[config.mk]
export PLATFORM = sky130hd
export DESIGN_NAME = up_param_core_flat
export DESIGN_NICKNAME = d
export VERILOG_FILES = /design/src/rtl/up_param_pkg.sv /design/src/rtl/up_param_core_if.sv /design/src/rtl/up_param_alu.sv /design/src/rtl/up_param_core.sv /design/src/flat_wrapper.sv
export SDC_FILE = /design/constraint.sdc
export NUM_CORES = 1
export LEC_CHECK = 0
export ABC_AREA = 0
export CAP_MARGIN = 10
export CORE_MARGIN = 5
export CORE_UTILIZATION = 40
export CTS_CLUSTER_SIZE = 25
export DETAILED_ROUTE_END_ITERATION = 7
export PLACE_DENSITY = 0.73
export SKIP_CTS_REPAIR_TIMING = 1
export SLEW_MARGIN = 20
export SYNTH_ARGS = -nofsm -noshare
export SYNTH_HDL_FRONTEND = slang
export SYNTH_SLANG_ARGS = --single-unit
[constraint.sdc]
create_clock -name clock -period 8.5 [get_ports clock]
set_input_delay 0.85 -clock clock [delete_from_list [all_inputs] [get_ports clock]]
set_output_delay 0.85 -clock clock [all_outputs]
set_load 0.05 [all_outputs]
[src/rtl/up_param_pkg.sv]
// Shared definitions for the parametrised accumulator core: opcodes, phase
// encoding, ALU operation select and opcode classification helpers.
package up_param_pkg;

    localparam logic [3:0] OP_JC    = 4'h0;
    localparam logic [3:0] OP_JNC   = 4'h1;
    localparam logic [3:0] OP_CMPI  = 4'h2;
    localparam logic [3:0] OP_CMPM  = 4'h3;
    localparam logic [3:0] OP_LIT   = 4'h4;
    localparam logic [3:0] OP_IN    = 4'h5;
    localparam logic [3:0] OP_LD    = 4'h6;
    localparam logic [3:0] OP_ST    = 4'h7;
    localparam logic [3:0] OP_JZ    = 4'h8;
    localparam logic [3:0] OP_JNZ   = 4'h9;
    localparam logic [3:0] OP_ADDI  = 4'hA;
    localparam logic [3:0] OP_ADDM  = 4'hB;
    localparam logic [3:0] OP_JMP   = 4'hC;
    localparam logic [3:0] OP_OUT   = 4'hD;
    localparam logic [3:0] OP_NANDI = 4'hE;
    localparam logic [3:0] OP_NANDM = 4'hF;

    typedef enum logic {
        PhFetch = 1'b0,
        PhExec  = 1'b1
    } phase_e;

    typedef enum logic [1:0] {
        AluPass,
        AluAdd,
        AluCmp,
        AluNand
    } alu_op_e;

    // Opcodes whose second word (RAM address low part / jump target) follows in ROM
    function automatic logic is_two_word(input logic [3:0] op);
        case (op)
            OP_JC, OP_JNC, OP_CMPM, OP_LD, OP_ST,
            OP_JZ, OP_JNZ, OP_ADDM, OP_JMP, OP_NANDM: return 1'b1;
            default: return 1'b0;
        endcase
    endfunction

    function automatic logic is_jump(input logic [3:0] op);
        case (op)
            OP_JC, OP_JNC, OP_JZ, OP_JNZ, OP_JMP: return 1'b1;
            default: return 1'b0;
        endcase
    endfunction

    // Opcodes that touch data RAM (read or write)
    function automatic logic is_mem_op(input logic [3:0] op);
        case (op)
            OP_CMPM, OP_LD, OP_ST, OP_ADDM, OP_NANDM: return 1'b1;
            default: return 1'b0;
        endcase
    endfunction

endpackage

[src/rtl/up_param_core_if.sv]
// Memory-side bus of up_param_core: program ROM port and data RAM port.
// With UP_RAM_WAIT_EN defined the bus carries a ram_ready wait-state input.
interface up_param_core_if #(
    parameter int unsigned DATA_W = 4,
    parameter int unsigned PW_W   = DATA_W + 4,
    parameter int unsigned ADDR_W = DATA_W + PW_W
);
    logic [PW_W-1:0]   program_byte;
    logic [ADDR_W-1:0] PC;
    logic [ADDR_W-1:0] address_RAM;
    logic [DATA_W-1:0] data_bus;
    logic [DATA_W-1:0] ram_rdata;
    logic              ram_we;
`ifdef UP_RAM_WAIT_EN
    logic              ram_ready;
`endif

    modport master (
        input  program_byte,
        input  ram_rdata,
`ifdef UP_RAM_WAIT_EN
        input  ram_ready,
`endif
        output PC,
        output address_RAM,
        output data_bus,
        output ram_we
    );

    modport slave (
        output program_byte,
        output ram_rdata,
`ifdef UP_RAM_WAIT_EN
        output ram_ready,
`endif
        input  PC,
        input  address_RAM,
        input  data_bus,
        input  ram_we
    );

endinterface

[src/rtl/up_param_alu.sv]
// Combinational ALU: pass-through, add, compare (a - b via a + ~b + 1) and NAND.
// Carry comes from the DATA_W+1 bit sum; zero reflects the result.
module up_param_alu
    import up_param_pkg::*;
#(
    parameter int unsigned DATA_W = 4
) (
    input  alu_op_e           op_i,
    input  logic [DATA_W-1:0] a_i,
    input  logic [DATA_W-1:0] b_i,
    output logic [DATA_W-1:0] result_o,
    output logic              carry_o,
    output logic              zero_o
);

    logic [DATA_W:0] sum;

    // Operation select; carry only meaningful for add/compare
    always_comb begin
        sum      = '0;
        result_o = b_i;
        carry_o  = 1'b0;
        unique case (op_i)
            AluPass: result_o = b_i;
            AluAdd: begin
                sum      = {1'b0, a_i} + {1'b0, b_i};
                result_o = sum[DATA_W-1:0];
                carry_o  = sum[DATA_W];
            end
            AluCmp: begin
                sum      = {1'b0, a_i} + {1'b0, ~b_i} + {{DATA_W{1'b0}}, 1'b1};
                result_o = sum[DATA_W-1:0];
                carry_o  = sum[DATA_W];
            end
            AluNand: result_o = ~(a_i & b_i);
        endcase
        zero_o = (result_o == '0);
    end

endmodule

[src/rtl/up_param_core.sv]
// Two-phase (fetch/exec) accumulator core with a DATA_W-wide datapath.
// Optional feature: define UP_RAM_WAIT_EN to stall RAM-accessing instructions
// in EXEC until bus.ram_ready is high.
module up_param_core
    import up_param_pkg::*;
#(
    parameter int unsigned DATA_W = 4,
    parameter int unsigned PW_W   = DATA_W + 4,
    parameter int unsigned ADDR_W = DATA_W + PW_W
) (
    input  logic              clock,
    input  logic              reset,
    up_param_core_if.master   bus,
    input  logic [DATA_W-1:0] pushbuttons,
    output logic [DATA_W-1:0] FF_out,
    output logic              phase,
    output logic [3:0]        instr,
    output logic [DATA_W-1:0] oprnd,
    output logic [DATA_W-1:0] accu,
    output logic              c_flag,
    output logic              z_flag
);

    phase_e            phase_q, phase_d;
    logic [ADDR_W-1:0] pc_q, pc_d;
    logic [3:0]        instr_q, instr_d;
    logic [DATA_W-1:0] oprnd_q, oprnd_d;
    logic [DATA_W-1:0] accu_q, accu_d;
    logic              c_q, c_d;
    logic              z_q, z_d;
    logic [DATA_W-1:0] ff_q, ff_d;

    alu_op_e           alu_op;
    logic [DATA_W-1:0] alu_b;
    logic [DATA_W-1:0] alu_result;
    logic              alu_carry;
    logic              alu_zero;
    logic              jump_taken;
    logic              stall;
    logic [ADDR_W-1:0] addr;

    // Second program word completes the RAM address / jump target
    assign addr = {oprnd_q, bus.program_byte};

`ifdef UP_RAM_WAIT_EN
    assign stall = (phase_q == PhExec) && is_mem_op(instr_q) && !bus.ram_ready;
`else
    assign stall = 1'b0;
`endif

    // Operand source and ALU operation for the latched opcode
    always_comb begin
        alu_op = AluPass;
        alu_b  = oprnd_q;
        case (instr_q)
            OP_CMPI:  alu_op = AluCmp;
            OP_CMPM:  begin alu_op = AluCmp;  alu_b = bus.ram_rdata; end
            OP_IN:    alu_b = pushbuttons;
            OP_LD:    alu_b = bus.ram_rdata;
            OP_ADDI:  alu_op = AluAdd;
            OP_ADDM:  begin alu_op = AluAdd;  alu_b = bus.ram_rdata; end
            OP_NANDI: alu_op = AluNand;
            OP_NANDM: begin alu_op = AluNand; alu_b = bus.ram_rdata; end
            default:  ;
        endcase
    end

    up_param_alu #(
        .DATA_W (DATA_W)
    ) u_alu (
        .op_i     (alu_op),
        .a_i      (accu_q),
        .b_i      (alu_b),
        .result_o (alu_result),
        .carry_o  (alu_carry),
        .zero_o   (alu_zero)
    );

    // Branch condition from the current flags
    always_comb begin
        jump_taken = 1'b0;
        case (instr_q)
            OP_JC:   jump_taken = c_q;
            OP_JNC:  jump_taken = !c_q;
            OP_JZ:   jump_taken = z_q;
            OP_JNZ:  jump_taken = !z_q;
            OP_JMP:  jump_taken = 1'b1;
            default: jump_taken = 1'b0;
        endcase
    end

    // Fetch/exec sequencer and next-state of all architectural registers
    always_comb begin
        phase_d = phase_q;
        pc_d    = pc_q;
        instr_d = instr_q;
        oprnd_d = oprnd_q;
        accu_d  = accu_q;
        c_d     = c_q;
        z_d     = z_q;
        ff_d    = ff_q;
        unique case (phase_q)
            PhFetch: begin
                {instr_d, oprnd_d} = bus.program_byte;
                pc_d               = pc_q + ADDR_W'(1);
                phase_d            = PhExec;
            end
            PhExec: begin
                if (!stall) begin
                    phase_d = PhFetch;
                    if (is_two_word(instr_q)) begin
                        pc_d = (is_jump(instr_q) && jump_taken) ? addr : pc_q + ADDR_W'(1);
                    end
                    case (instr_q)
                        OP_CMPI, OP_CMPM: begin
                            c_d = alu_carry;
                            z_d = alu_zero;
                        end
                        OP_LIT, OP_IN, OP_LD, OP_NANDI, OP_NANDM: begin
                            accu_d = alu_result;
                            z_d    = alu_zero;
                        end
                        OP_ADDI, OP_ADDM: begin
                            accu_d = alu_result;
                            c_d    = alu_carry;
                            z_d    = alu_zero;
                        end
                        OP_OUT:  ff_d = accu_q;
                        default: ;
                    endcase
                end
            end
        endcase
    end

    // Architectural state; asynchronous reset aborts any instruction in flight
    always_ff @(posedge clock or negedge reset) begin
        if (!reset) begin
            phase_q <= PhFetch;
            pc_q    <= '0;
            instr_q <= '0;
            oprnd_q <= '0;
            accu_q  <= '0;
            c_q     <= 1'b0;
            z_q     <= 1'b0;
            ff_q    <= '0;
        end else begin
            phase_q <= phase_d;
            pc_q    <= pc_d;
            instr_q <= instr_d;
            oprnd_q <= oprnd_d;
            accu_q  <= accu_d;
            c_q     <= c_d;
            z_q     <= z_d;
            ff_q    <= ff_d;
        end
    end

    // Write strobe stays high through wait states; gated by reset so it drops immediately
    assign bus.ram_we      = reset && (phase_q == PhExec) && (instr_q == OP_ST);
    assign bus.data_bus    = (instr_q == OP_ST) ? accu_q :
                             (is_mem_op(instr_q) ? bus.ram_rdata : oprnd_q);
    assign bus.PC          = pc_q;
    assign bus.address_RAM = addr;

    assign phase  = phase_q;
    assign instr  = instr_q;
    assign oprnd  = oprnd_q;
    assign accu   = accu_q;
    assign c_flag = c_q;
    assign z_flag = z_q;
    assign FF_out = ff_q;

endmodule

[src/flat_wrapper.sv]
// flat-port wrapper written by rule: the top's interface ports become plain ports
module up_param_core_flat import up_param_pkg::*;
#(
    parameter int unsigned DATA_W = 4,
    parameter int unsigned PW_W   = DATA_W + 4,
    parameter int unsigned ADDR_W = DATA_W + PW_W
)
  (clock, reset, pushbuttons, FF_out, phase, instr, oprnd, accu, c_flag, z_flag, bus_program_byte, bus_ram_rdata, bus_PC, bus_address_RAM, bus_data_bus, bus_ram_we);
  up_param_core_if #(.DATA_W(DATA_W), .PW_W(PW_W), .ADDR_W(ADDR_W)) bus_i ();
  input  logic clock;
  input  logic reset;
  input  logic [DATA_W-1:0] pushbuttons;
  output logic [DATA_W-1:0] FF_out;
  output logic phase;
  output logic [3:0] instr;
  output logic [DATA_W-1:0] oprnd;
  output logic [DATA_W-1:0] accu;
  output logic c_flag;
  output logic z_flag;
  input wire logic [$bits(bus_i.program_byte)-1:0] bus_program_byte;
  input wire logic [$bits(bus_i.ram_rdata)-1:0] bus_ram_rdata;
  output wire logic [$bits(bus_i.PC)-1:0] bus_PC;
  output wire logic [$bits(bus_i.address_RAM)-1:0] bus_address_RAM;
  output wire logic [$bits(bus_i.data_bus)-1:0] bus_data_bus;
  output wire logic [$bits(bus_i.ram_we)-1:0] bus_ram_we;
  assign bus_i.program_byte = bus_program_byte;
  assign bus_i.ram_rdata = bus_ram_rdata;
  assign bus_PC = bus_i.PC;
  assign bus_address_RAM = bus_i.address_RAM;
  assign bus_data_bus = bus_i.data_bus;
  assign bus_ram_we = bus_i.ram_we;
  up_param_core #(.DATA_W(DATA_W), .PW_W(PW_W), .ADDR_W(ADDR_W)) u_core (.clock(clock), .reset(reset), .bus(bus_i), .pushbuttons(pushbuttons), .FF_out(FF_out), .phase(phase), .instr(instr), .oprnd(oprnd), .accu(accu), .c_flag(c_flag), .z_flag(z_flag));
endmodule
=== After elaboration in Yosys (flattened, before gate mapping) ===
Memory sizes are Yosys's and may differ from the RTL's.
Index checks and enable logic that the tools add are counted.

* Register bits: 31
* Memories: 1
* Bits in read-only memories: 16
* Bits of input ports: 18
* Logic and storage cells: 73

* Bitwise gates (word level): 4
* Add/subtract/negate cells: 4
* Equality and inequality tests: 19
* Reductions and logical operators: 21
* Multiplexer cells: 16

{| class="wikitable"
|+ Memories
! memory !! depth !! bits a word !! rd ports !! clocked after Yosys merged registers in !! wr ports !! line !! text
|-
| (name not given) || 16 || 1 || 1 || 0 || 0 || up_param_pkg.sv:36 || <nowiki>case (op)</nowiki>
|}

{| class="wikitable"
|+ Operators by type and width
! operator !! count
|-
| $eq 4x4->1 const B || 8
|-
| $mux 12 || 2
|-
| $pmux 12 s2 || 1
|-
| $eq 4x3->1 const B || 4
|-
| $pmux 4 s4 || 1
|-
| $add 12x1->12 const B || 1
|-
| $add 4x4->5 || 2
|-
| $reduce_or 5->1 || 2
|-
| $reduce_or 9->1 || 1
|-
| $eq 4x2->1 const B || 2
|-
| $logic_not 4->1 || 2
|-
| $mux 4 || 2
|-
| $not 4->4 || 2
|-
| $pmux 4 s2 || 1
|-
| $reduce_and 2->1 || 4
|-
| $reduce_or 4->1 || 2
|-
| $reduce_or 7->1 || 1
|-
| $pmux 2 s3 || 1
|-
| $reduce_or 2->1 || 3
|-
| $add 5x1->5 const B || 1
|-
| $mux 1 || 5
|-
| $pmux 1 s5 || 1
|-
| $and 4x4->4 || 1
|-
| $eq 2x2->1 const B || 2
|-
| 8 further kinds || 12
|}

=== Logic depth before layout (Yosys ltp) ===
Gate-level depths: netlist (run 1).

* Depth in word-level cells: 9
* Gate-level depth with buffers: 14

=== Modules after synthesis ===
From an unflattened synthesis (run 1), not the netlist that was laid out.

* Cell total of the unflattened synthesis: 286
* Area total of the unflattened synthesis: 2612.5 µm²

{| class="wikitable"
|+ By module, submodules not included
! module !! area an instance (µm²) !! instances !! cells each
|-
| up_param_core || 2134.5 || 1 || 226
|-
| up_param_alu || 478.0 || 1 || 60
|}

=== Worst setup path before layout (run 1) ===
OpenSTA, ideal clock, no wires.

* Path type: register -> register
* Start: register u_core.instr_q[0] (netlist: u_core.instr[0])
* End: register u_core.accu_q[3] (netlist: u_core.accu[3])
* Path slack: 4.895 ns
* Data required time: 8.375 ns
* Period minus slack after synthesis: 3.605 ns
* Cell stages (with the launch flop): 14
* Library setup time: 0.125 ns
* Arrival time: 3.481 ns
* Path through: dfrtp_1 inv_1 ha_1 buf_2 and4b_1 a311o_1 a21oi_1 inv_1 ha_1 a21oi_1 mux2i_1 or4_1 a2bb2oi_1 mux2_2

* Longest elaborated chain between the ends: 7
* Elaborated cells on any way between the ends: 28
* Those cells by class: add/sub: 3; eq/ne: 12; mux: 3; bitwise: 3; reduce/logical: 7

{| class="wikitable"
|+ RTL lines
! element !! line !! text
|-
| start, declared || up_param_core.sv:26 || <nowiki>logic [3:0] instr_q, instr_d;</nowiki>
|-
| start signal, assigned || up_param_core.sv:150 || <nowiki>instr_q <= instr_d;</nowiki>
|-
| $eq 4x2->1 (tied with other cells) || up_param_core.sv:55 || <nowiki>case (instr_q)</nowiki>
|-
| $reduce_or 4->1 (no source line) || -- ||
|-
| $pmux 4 s2 || up_param_core.sv:55 ||
|-
| $not 4->4 || up_param_alu.sv:31 || <nowiki>sum = {1'b0, a_i} + {1'b0, ~b_i} + {{DATA_W{1'b0}}, 1'b1};</nowiki>
|-
| $add 4x4->5 || up_param_alu.sv:31 ||
|-
| $add 5x1->5 || up_param_alu.sv:31 ||
|-
| $pmux 4 s4 || up_param_alu.sv:23 || <nowiki>unique case (op_i)</nowiki>
|-
| end signal, assigned || up_param_core.sv:152 || <nowiki>accu_q <= accu_d;</nowiki>
|-
| end, declared || up_param_core.sv:28 || <nowiki>logic [DATA_W-1:0] accu_q, accu_d;</nowiki>
|}

Several ways; a longest one is shown, not always the timed one.
A chain may end at the register's enable or synchronous reset.

=== Final worst setup path (run 1) ===
* Start: register u_core.instr_q[2] (netlist: u_core.instr[2])
* End: output bus_data_bus[0]

* Longest elaborated chain between the ends: 5
* Elaborated cells on any way between the ends: 9
* Those cells by class: eq/ne: 5; mux: 3; reduce/logical: 1

{| class="wikitable"
|+ RTL lines
! element !! line !! text
|-
| $eq 4x2->1 (tied with other cells) || up_param_pkg.sv:52 || <nowiki>case (op)</nowiki>
|-
| $reduce_or 5->1 || up_param_pkg.sv:52 ||
|-
| $mux 1 || up_param_pkg.sv:52 ||
|-
| $mux 4 || up_param_core.sv:162 || <nowiki>(is_mem_op(instr_q) ? bus.ram_rdata : oprnd_q);</nowiki>
|-
| $mux 4 (*) || up_param_core.sv:161 || <nowiki>assign bus.data_bus = (instr_q == OP_ST) ? accu_q :</nowiki>
|-
| end, declared || flat_wrapper.sv:24 || <nowiki>output wire logic [$bits(bus_i.data_bus)-1:0] bus_data_bus;</nowiki>
|}

Every way passes the cells marked *; elsewhere a longest branch is shown, timed or not.

==> results of run 1 <==
-- logic make-up after synthesis --
| kind of cell | Yosys count | synth area share |
|---|---|---|
| AO/OA/AOI/OAI | 78 | 0.229 |
| XOR/XNOR | 2 | 0.00645 |
| adder cells (fa/ha/maj) | 19 | 0.0931 |
| buffers and inverters | 50 | 0.106 |
| flip-flops | 31 | 0.286 |
| multiplexers | 14 | 0.0567 |
| AND/OR/NAND/NOR | 105 | 0.224 |
-- stage by stage --
stage | total power [W] | hold WS (ns) | setup slack (ns)
finish | 0.000876 | 0.509 | 4.63
global route | 0.000926 | 0.537 | 4.50
CTS | 0.000880 | 0.519 | 4.61
detailed placement | 0.000723 | 0.498 | 4.58
global placement | 0.000717 | 0.483 | 4.63
floorplan | 0.000575 | 0.554 | 4.89
-- registers in the layout, summed over array words and instances, names as in the netlist --
name           flops
u_core.oprnd       4
u_core.z_flag      1
u_core.accu        4
u_core.FF_out      4
u_core.bus.PC     12
u_core.phase       1
u_core.c_flag      1
u_core.instr       4
-- worst max-delay path: stages (launching register included) --
cell,delay (ns)
dfrtp_1,0.81
nor2b_1,0.60
and3_1,0.24
a211oi_1,0.05
a31oi_1,0.20
clkdlybuf4s50_1,0.83
-- cell type report --
| class | count | area, sq um |
|---|---|---|
| Fill cell | 631 | 3290 |
| Inverter | 22 | 82.6 |
| Clock buffer | 6 | 82.6 |
| Tap cell | 80 | 100 |
| Multi-Input combinational cell | 218 | 1650 |
| Clock inverter | 2 | 35.0 |
| Sequential cell | 31 | 776 |
| Timing Repair Buffer | 67 | 666 |
-- routing by layer --
layer / GRT usage / vias up / part of all wire
met2: 0.281 / 77 / 0.46
met4: 0.0668 / 0 / 0.024
met1: 0.246 / 1200 / 0.45
met3: 0.0374 / 16 / 0.064
met5: 0 / - / 0
li1: - / 1181 / -
-- power breakdown --
part           switching [W]  internal (W)
Sequential         0.0000709      0.000188
Combinational       0.000288      0.000176
Clock              0.0000587     0.0000948
-- cells in the mapped netlist, types with 2 or more instances --
cell / n / share of area
nand4_1: 3 / 0.0069
a21oi_1: 6 / 0.011
clkbuf_1: 3 / 0.0041
a211oi_1: 4 / 0.011
a221o_1: 6 / 0.022
inv_1: 21 / 0.029
buf_2: 4 / 0.0074
and3_1: 3 / 0.0069
ha_1: 17 / 0.078
mux2i_1: 3 / 0.011
nor2b_1: 12 / 0.028
o21a_1: 2 / 0.0055
o31ai_1: 5 / 0.014
o21ai_0: 15 / 0.028
nand2b_1: 2 / 0.0046
nand3_1: 5 / 0.0092
nand2_1: 36 / 0.050
o21ai_2: 2 / 0.0065
fa_1: 2 / 0.015
a221oi_2: 2 / 0.011
o22ai_1: 4 / 0.0092
and4b_1: 5 / 0.018
a22oi_1: 6 / 0.017
o311ai_0: 4 / 0.013
o211ai_1: 2 / 0.0055
nor3b_1: 2 / 0.0055
a311o_1: 2 / 0.0074
or4_1: 3 / 0.0083
or3_1: 8 / 0.018
dfrtp_1: 31 / 0.29
a31oi_1: 5 / 0.012
nor2_1: 9 / 0.012
buf_4: 17 / 0.047
buf_6: 4 / 0.017
nor3_1: 3 / 0.0055
nand3b_1: 3 / 0.0083
mux2_2: 11 / 0.046
-- final timing paths --
kind                                  start          endpoint  depth (start not counted)
min reg2reg                u_core.FF_out[0]  u_core.FF_out[0]                          2
max in group asynchronous             reset   u_core.instr[2]                          2
max reg2reg                 u_core.instr[2]    u_core.accu[3]                         10
min                        u_core.FF_out[0]  u_core.FF_out[0]                          2
min in group asynchronous             reset  u_core.bus.PC[6]                          2
max                         u_core.instr[2]   bus_data_bus[0]                          5
==> out/metrics.yaml, run 1 <==
gp_congestion: 0.906
ys.flop_type: "dfrtp_1"
placed_cells: 418
synth_area_per_cell_sq_um: 9.08
clock_sinks: 31
slew_headroom: 0.359
rows: 30
design_area_sq_um: 3390
setup_violations: 0
min_period_ns: 3.87
ioPinCount: 66
wl_per_cell_um: 17.8
drc: 0
syn_area_sq_um: 2720
final.setup_skew_ns: 0.00837
powerDensity_nw_per_um2: 258
layout_commonest_cell: "clkdlybuf4s50_1"
rsz0062_at_grt: "no"
cts_max_path_buffers: 2
reg2reg_slack_ns: 4.79
cp_max_fo: 19
firstDrtPassIters: 4
async_reset_ff_frac: 1.00
ir_worst_vdd_uv: 146
die-width_um: 92.4
fin_nets: 382
worst_ep_required_time_ns: 7.65
arrival_ns: 3.02
synth_cells: 299
track_usage: 0.180
yosysUniqueCellTypes: 64
grt_antenna_before_repair: 0
yosysSeqAreaShare: 0.286
cts.htree.levels: 2
place_area_sq_um: 3280
cts.clk_slew.worst_paths_ns: 0.07
cts_made_buffers: 5
grt_overflow: 0
dieArea_sq_um: 8530
worstSetupStartpointType: "register"
slew_viol_final: 0
hold_viol: 0
finalNonFillerCells: 426
drtIter0Drc: 193
setup-tns-final_ns: 0
hold_path_class: "register to register"
detail-route-antenna-nets: 0
status: "finished clean"
routed_wl_um: 7570
final_util: 0.508
post-route-period-util: 0.456
cts_tree: "yes"
synth_fp_nets: 336
dp_hpwl_um: 5520
ys_ff_latch: 31
clk_latency_ns: 0.29
fp.coreArea_sq_um: 6680
crit_path_end_kind: "output port"
grt_max_degree: 37
vias: 2474
synthToLayoutAreaGrowth_pct: 25.0
dieHeight_um: 92.4
synth_edf_count: 0
fmax_mhz: 258
cts_root_buf: "clkbuf_8"
initial_core_util: 0.406
antenna_cells: 0
drive_gt1_frac: 0.104
grt_pass1_wl_um: 12300
tightest_slew_ns: 0.962
grt_pass1_vias: 2365
drv_cap: 0
crit_type: "register to output port"
viasPerCell: 5.81
final_cell_mix: "clkdlybuf4s50_1, nand2_1, dfrtp_1, inv_1, ha_1"
yosysWarnings: 0
io_buffers: 65
p_leak_nw: 1.43
Power figures use the tool's default switching activity.
==> inputs of run 2 (changes only) <==
--- a/config.mk
+++ b/config.mk
@@ -11,7 +11,7 @@
 export CORE_UTILIZATION = 40
 export CTS_CLUSTER_SIZE = 25
 export DETAILED_ROUTE_END_ITERATION = 7
-export PLACE_DENSITY = 0.73
+export PLACE_DENSITY = 0.75
 export SKIP_CTS_REPAIR_TIMING = 1
 export SLEW_MARGIN = 20
 export SYNTH_ARGS = -nofsm -noshare
==> constraint.sdc (replaced) <==
create_clock -name clock -period 3.15 [get_ports clock]
set_input_delay 0.315 -clock clock [delete_from_list [all_inputs] [get_ports clock]]
set_output_delay 0.315 -clock clock [all_outputs]
set_load 0.05 [all_outputs]
==> run 2 against run 1 <==
  * Sequential share of layout area shrank 1.4 points
  * Critical path depth grew 7
  * Clock power grew 110%
  * Die area is the same
  * Flip-flop and latch count is the same
  * Cell count grew 5.2%
  * Register-to-register slack lost 4.7 ns
  * Hold slack gained 0.0065 ns
  * Largest cell class unchanged
==> out/metrics.yaml, run 2 (synthesis gave the netlist of run 1 again) <==
ir_worst_vdd_uv: 365
ioPinCount: 66
min_period_ns: 3.06
drc: 0
arrival_ns: 3.23
final_cell_mix: "clkdlybuf4s50_1, nand2_1, dfrtp_1, buf_4, inv_1"
status: "finished clean"
layout_commonest_cell: "clkdlybuf4s50_1"
worst_ep_required_time_ns: 3.32
whs_endpoint: "u_core.FF_out[1]"
setup-tns-final_ns: 0
hp-start: "u_core.FF_out[1]"
die-width_um: 92.4
fp.coreArea_sq_um: 6680
synthToLayoutAreaGrowth_pct: 34.2
place_area_sq_um: 3470
grt_antenna_before_repair: 0
drive_gt1_frac: 0.215
cts_tree: "yes"
internal_power_w: 0.00121
cts_max_path_buffers: 2
powerDensity_nw_per_um2: 648
largest_register_ffs: 12
r2r_end: "u_core.accu[3]"
power_frac_seq: 0.296
hold_viol: 0
io_buffers: 65
crit_path_end_kind: "register"
wl_per_cell_um: 18.1
hold_depth: 1
fin_nets: 405
tightest_slew_ns: 0.539
cts_made_buffers: 5
design_area_sq_um: 3640
track_usage: 0.185
setup_violations: 0
nFillCells: 624
rows: 30
clk_latency_ns: 0.29
cts.htree.levels: 2
switching_power_w: 0.00116
slew_headroom: 0.641
cp_max_fo: 6
reg2reg_slack_ns: 0.09
drtIter0Drc: 235
cts.clk_slew.worst_paths_ns: 0.06
grt_max_degree: 37
switching_share: 0.490
crit_type: "register to register"
dp_hpwl_um: 6110
dieHeight_um: 92.4
vias: 2601
detail-route-antenna-nets: 0
firstDrtPassIters: 4
final.setup_skew_ns: 0.00824
clock_power_share: 0.138
post-route-period-util: 0.971
drv_cap: 0
grt_pass1_vias: 2541
viasPerCell: 5.81
clock_sinks: 31
initial_core_util: 0.406
r2r_cells: 12
p_leak_nw: 1.54
worstSetupStartpointType: "register"
grt_overflow: 0
r2r_start: "u_core.instr[1]"
slew_viol_final: 0
hold_path_class: "register to register"
dieArea_sq_um: 8530
cts_root_buf: "clkbuf_8"
share_comb_of_total_power: 0.567
antenna_cells: 0
fmax_mhz: 327
routed_wl_um: 8090
gp_congestion: 0.913
grt_pass1_wl_um: 12600
-- run 2: how the worst max path moves through the flow --
stage,start,end,slack (ns),cells past startpoint
finish,u_core.instr[1],u_core.accu[3],0.09,12
global route,u_core.instr[1],u_core.z_flag,-0.03,12
CTS,u_core.instr[0],u_core.accu[3],-0.09,12
detailed placement,u_core.instr[0],u_core.accu[3],-0.07,12
global placement,u_core.instr[1],u_core.z_flag,0.03,12
floorplan,u_core.instr[0],u_core.accu[3],0.0007,13
-- run 2: final cells by class --
type / count / area (sq um) / share of cell area
Clock buffer: 6 / 82.6 / 0.0227
Multi-Input combinational cell: 218 / 1750 / 0.479
Sequential cell: 31 / 781 / 0.214
Timing Repair Buffer: 90 / 846 / 0.232
Clock inverter: 1 / 5.00 / 0.00137
Inverter: 22 / 82.6 / 0.0227
Tap cell: 80 / 100 / 0.0275
-- run 2: metrics by stage --
| stage | power (W) | util | worst slack (ns) | cells | hold slack, ns |
|---|---|---|---|---|---|
| final | 0.00236 | 0.545 | 0.0907 | 448 | 0.516 |
| after global routing | 0.00249 | 0.545 | -0.0284 | 448 | 0.552 |
| after CTS | 0.00234 | 0.532 | -0.0864 | 445 | 0.521 |
| after detailed placement | 0.00200 | 0.519 | -0.0716 | 438 | 0.501 |
| after global placement | 0.00198 | 0.519 | 0.0255 | 438 | 0.488 |
| after floorplan | 0.00157 | - | 0.000685 | 299 | 0.0194 |
-- run 2: worst max-delay path: stages, from the launching register on --
cell and delay, ns:
dfrtp_2 0.44, inv_2 0.07, ha_4 0.18, and4b_1 0.19, a311o_1 0.37, a21oi_2 0.19, inv_2 0.08, ha_4 0.22
a21oi_2 0.16, mux2i_1 0.08, or4_1 0.52, a2bb2oi_2 0.16, mux2_2 0.27
-- run 2: layer usage --
layer,part of all wire,wire length [um],vias to the layer above,global-route usage
met2,0.46,3760,96,0.293
met4,0.022,177,0,0.0730
li1,-,-,1241,-
met1,0.45,3630,1251,0.242
met5,0,0,-,0
met3,0.065,523,13,0.0439
-- run 2: power by group through the flow --
stage          clock [W]  combinational [W]  sequential, W
5_1_grt         0.000340            0.00142       0.000724
6_report        0.000325            0.00134       0.000698
2_1_floorplan          0           0.000527        0.00104
3_5_place_dp           0            0.00131       0.000698
4_1_cts         0.000333            0.00131       0.000693
3_3_place_gp           0            0.00129       0.000695
==> inputs of run 3 (changes only) <==
--- a/config.mk
+++ b/config.mk
@@ -11,9 +11,10 @@
 export CORE_UTILIZATION = 40
 export CTS_CLUSTER_SIZE = 25
 export DETAILED_ROUTE_END_ITERATION = 7
-export PLACE_DENSITY = 0.75
+export PLACE_DENSITY = 0.76
 export SKIP_CTS_REPAIR_TIMING = 1
 export SLEW_MARGIN = 20
 export SYNTH_ARGS = -nofsm -noshare
 export SYNTH_HDL_FRONTEND = slang
+export SYNTH_HIERARCHICAL = 1
 export SYNTH_SLANG_ARGS = --single-unit
==> run 3 against run 2 <==
  * Synthesized cell count is 4.3% lower
  * Clock power is 7.7% higher
  * First-iteration DRC count is 35% lower
  * Maximum frequency is 1.0% higher
  * Clock skew is 0.00093 ns lower
  * Largest cell class unchanged
  * Hold slack worse by 0.010 ns
  * Total power is 6.0% higher
  * Critical path depth is 2 higher
  * Die area is 3.4% lower
==> out/metrics.yaml, run 3 <==
routed_wl_um: 7740
fp.coreArea_sq_um: 6350
cts.htree.levels: 2
r2r_cells: 14
grt_overflow: 0
power_frac_seq: 0.283
met1_usage: 0.244
yosysUniqueCellTypes: 53
drtIter0Drc: 153
layout_commonest_cell: "clkdlybuf4s50_1"
yosys.cell_count.top_type: "dfrtp_1"
hold_depth: 1
switching_share: 0.497
yosysWarnings: 6
rsz0062_at_grt: "no"
grt_max_degree: 32
synth_cells: 286
cp.depth: 14
cts_root_buf: "clkbuf_8"
ir_worst_vdd_uv: 517
grt_antenna_before_repair: 0
synth_area_per_cell_sq_um: 9.13
drc: 0
use_met3: 0.0417
antenna_cells: 0
status: "finished clean"
initial_core_util: 0.411
ys_top_cells_by_area: "dfrtp_1, ha_1, mux2_2"
cts_tree: "yes"
viasPerCell: 5.99
crit_path_max_incr_delay_ns: 0.44
synth_commonest_cells: "dfrtp_1, inv_1, ha_1"
top_usage_layer: "met2"
slew_viol_final: 0
tightest_slew_ns: 0.617
hp-start: "u_core/FF_out[3]"
io_buffers: 65
async_reset_ff_frac: 1.00
dieHeight_um: 90.8
dieArea_sq_um: 8250
rows: 29
detail-route-antenna-nets: 0
fmax_mhz: 330
grt_pass1_wl_um: 12500
grt_pass1_vias: 2536
synth_top_area_cell: "dfrtp_1"
syn_area_sq_um: 2610
drive_gt1_frac: 0.167
final.setup_skew_ns: 0.00731
p_leak_nw: 1.44
die-width_um: 90.8
met2_usage: 0.286
hold_path_class: "register to register"
synth_edf_count: 0
ys.flop_type: "dfrtp_1"
crit_slowest_cell: "dfrtp_2"
finalWorstSetupSlack_ns: 0.121
cts_max_path_buffers: 2
yosysSeqAreaShare: 0.297
clock_power_share: 0.140
multiInputGateArea_sq_um: 1620
largest_register_ffs: 12
share_comb_of_total_power: 0.577
clock_sinks: 31
cts.clk_slew.worst_paths_ns: 0.06
arrival_ns: 3.26
synthToLayoutAreaGrowth_pct: 33.0
clk_latency_ns: 0.29
synth.top_cell.area_share: 0.297
synth_fp_nets: 324
drv_cap: 0
setup_violations: 0
setup-tns-final_ns: 0
firstDrtPassIters: 4
r2r_end: "u_core/z_flag"
post-route-period-util: 0.962
reg2reg_slack_ns: 0.12
internal_power_w: 0.00126
crit_path_end_kind: "register"
worstSetupStartpointType: "register"
gp_congestion: 0.897
dp_hpwl_um: 5720
whs_endpoint: "u_core/FF_out[3]"
ys_ff_latch: 31
crit_family: "compound AO/OA/AOI/OAI gates"
ioPinCount: 66
fin_nets: 385
r2r_start: "u_core/instr[0]"
powerDensity_nw_per_um2: 720
final_cell_mix: "clkdlybuf4s50_1, dfrtp_1, inv_1"
crit_type: "register to register"
hold_viol: 0
startpoint: "u_core/instr[0]"
path_buf_inv: 2
switching_power_w: 0.00124
placed_cells: 414
min_period_ns: 3.03
nFillCells: 567
path_cells: "inv_2, ha_4, nand3b_1, o21ai_4, nor2_1, a21o_1, ha_1, inv_1, fa_1, a22o_1, a211oi_1, a21oi_1, a2111oi_2, mux2_4"
vias: 2545
seq_area_sq_um: 781
finalNonFillerCells: 425
cts_made_buffers: 5
slew_headroom: 0.589
track_usage: 0.182
cp_max_fo: 7
worst_ep_required_time_ns: 3.38
wl_per_cell_um: 18.2
pre_cts_slack_ns: 0.0422
==> run 3: changes by cell type after synthesis, sizes merged, moves of 6 or more <==
cell,delta
nand2,-26
o211ai,+10
nand4,+7
nor2b,-7
a221o,-6
mux2,+6
or3,-6
==> run 3: area by class of cell <==
type	instances	area share
flip-flops and latches	31	0.225
well taps	77	0.0277
clock buffers	8	0.0288
repair buffers	81	0.225
inverters	26	0.0281
multi-input cells	202	0.466
==> run 3: stage by stage <==
stage | hold slack (ns) | utilization | power (W) | cell area (sq um)
3_3_place_gp | 0.489 | 0.523 | 0.00212 | 3320
4_1_cts | 0.508 | 0.539 | 0.00250 | 3420
3_5_place_dp | 0.493 | 0.523 | 0.00214 | 3320
6_report | 0.506 | 0.547 | 0.00250 | 3480
2_1_floorplan | 0.0194 | - | 0.00166 | 2640
5_1_grt | 0.510 | 0.547 | 0.00265 | 3480
==> run 3: kinds of logic (layout without fill, tap and decap cells) <==
family / count (synthesis) / after routing / synth area share
AOI/OAI and AO/OA: 84 / 84 / 0.242
and+or+nand+nor: 72 / 72 / 0.152
buffers and inverters: 53 / 115 / 0.101
DFF: 31 / 31 / 0.297
muxes: 24 / 24 / 0.100
adders and majority gates: 20 / 20 / 0.102
xor gates and xnor gates: 2 / 2 / 0.00671
==> run 3: per-layer routing <==
metal  wire (um)  vias to the layer above
met5           0                        -
met4         156                        0
met3         675                       17
met2        3640                      124
met1        3260                     1221
li1            -                     1183
==> run 3: how the worst max path moves through the flow <==
stage	slack [ns]	end
after floorplan	0.009	u_core/z_flag
after global placement	0.16	u_core/z_flag
after detailed placement	0.04	u_core/z_flag
after CTS	0.02	u_core/z_flag
after global routing	0.004	u_core/z_flag
final	0.12	u_core/z_flag
==> run 3: power by group through the flow <==
stage | Clock [W] | Sequential (W) | Combinational, W
detailed placement | 0 | 0.000713 | 0.00142
CTS | 0.000358 | 0.000710 | 0.00143
finish | 0.000350 | 0.000709 | 0.00144
global placement | 0 | 0.000714 | 0.00141
floorplan | 0 | 0.00111 | 0.000558
global route | 0.000377 | 0.000735 | 0.00153
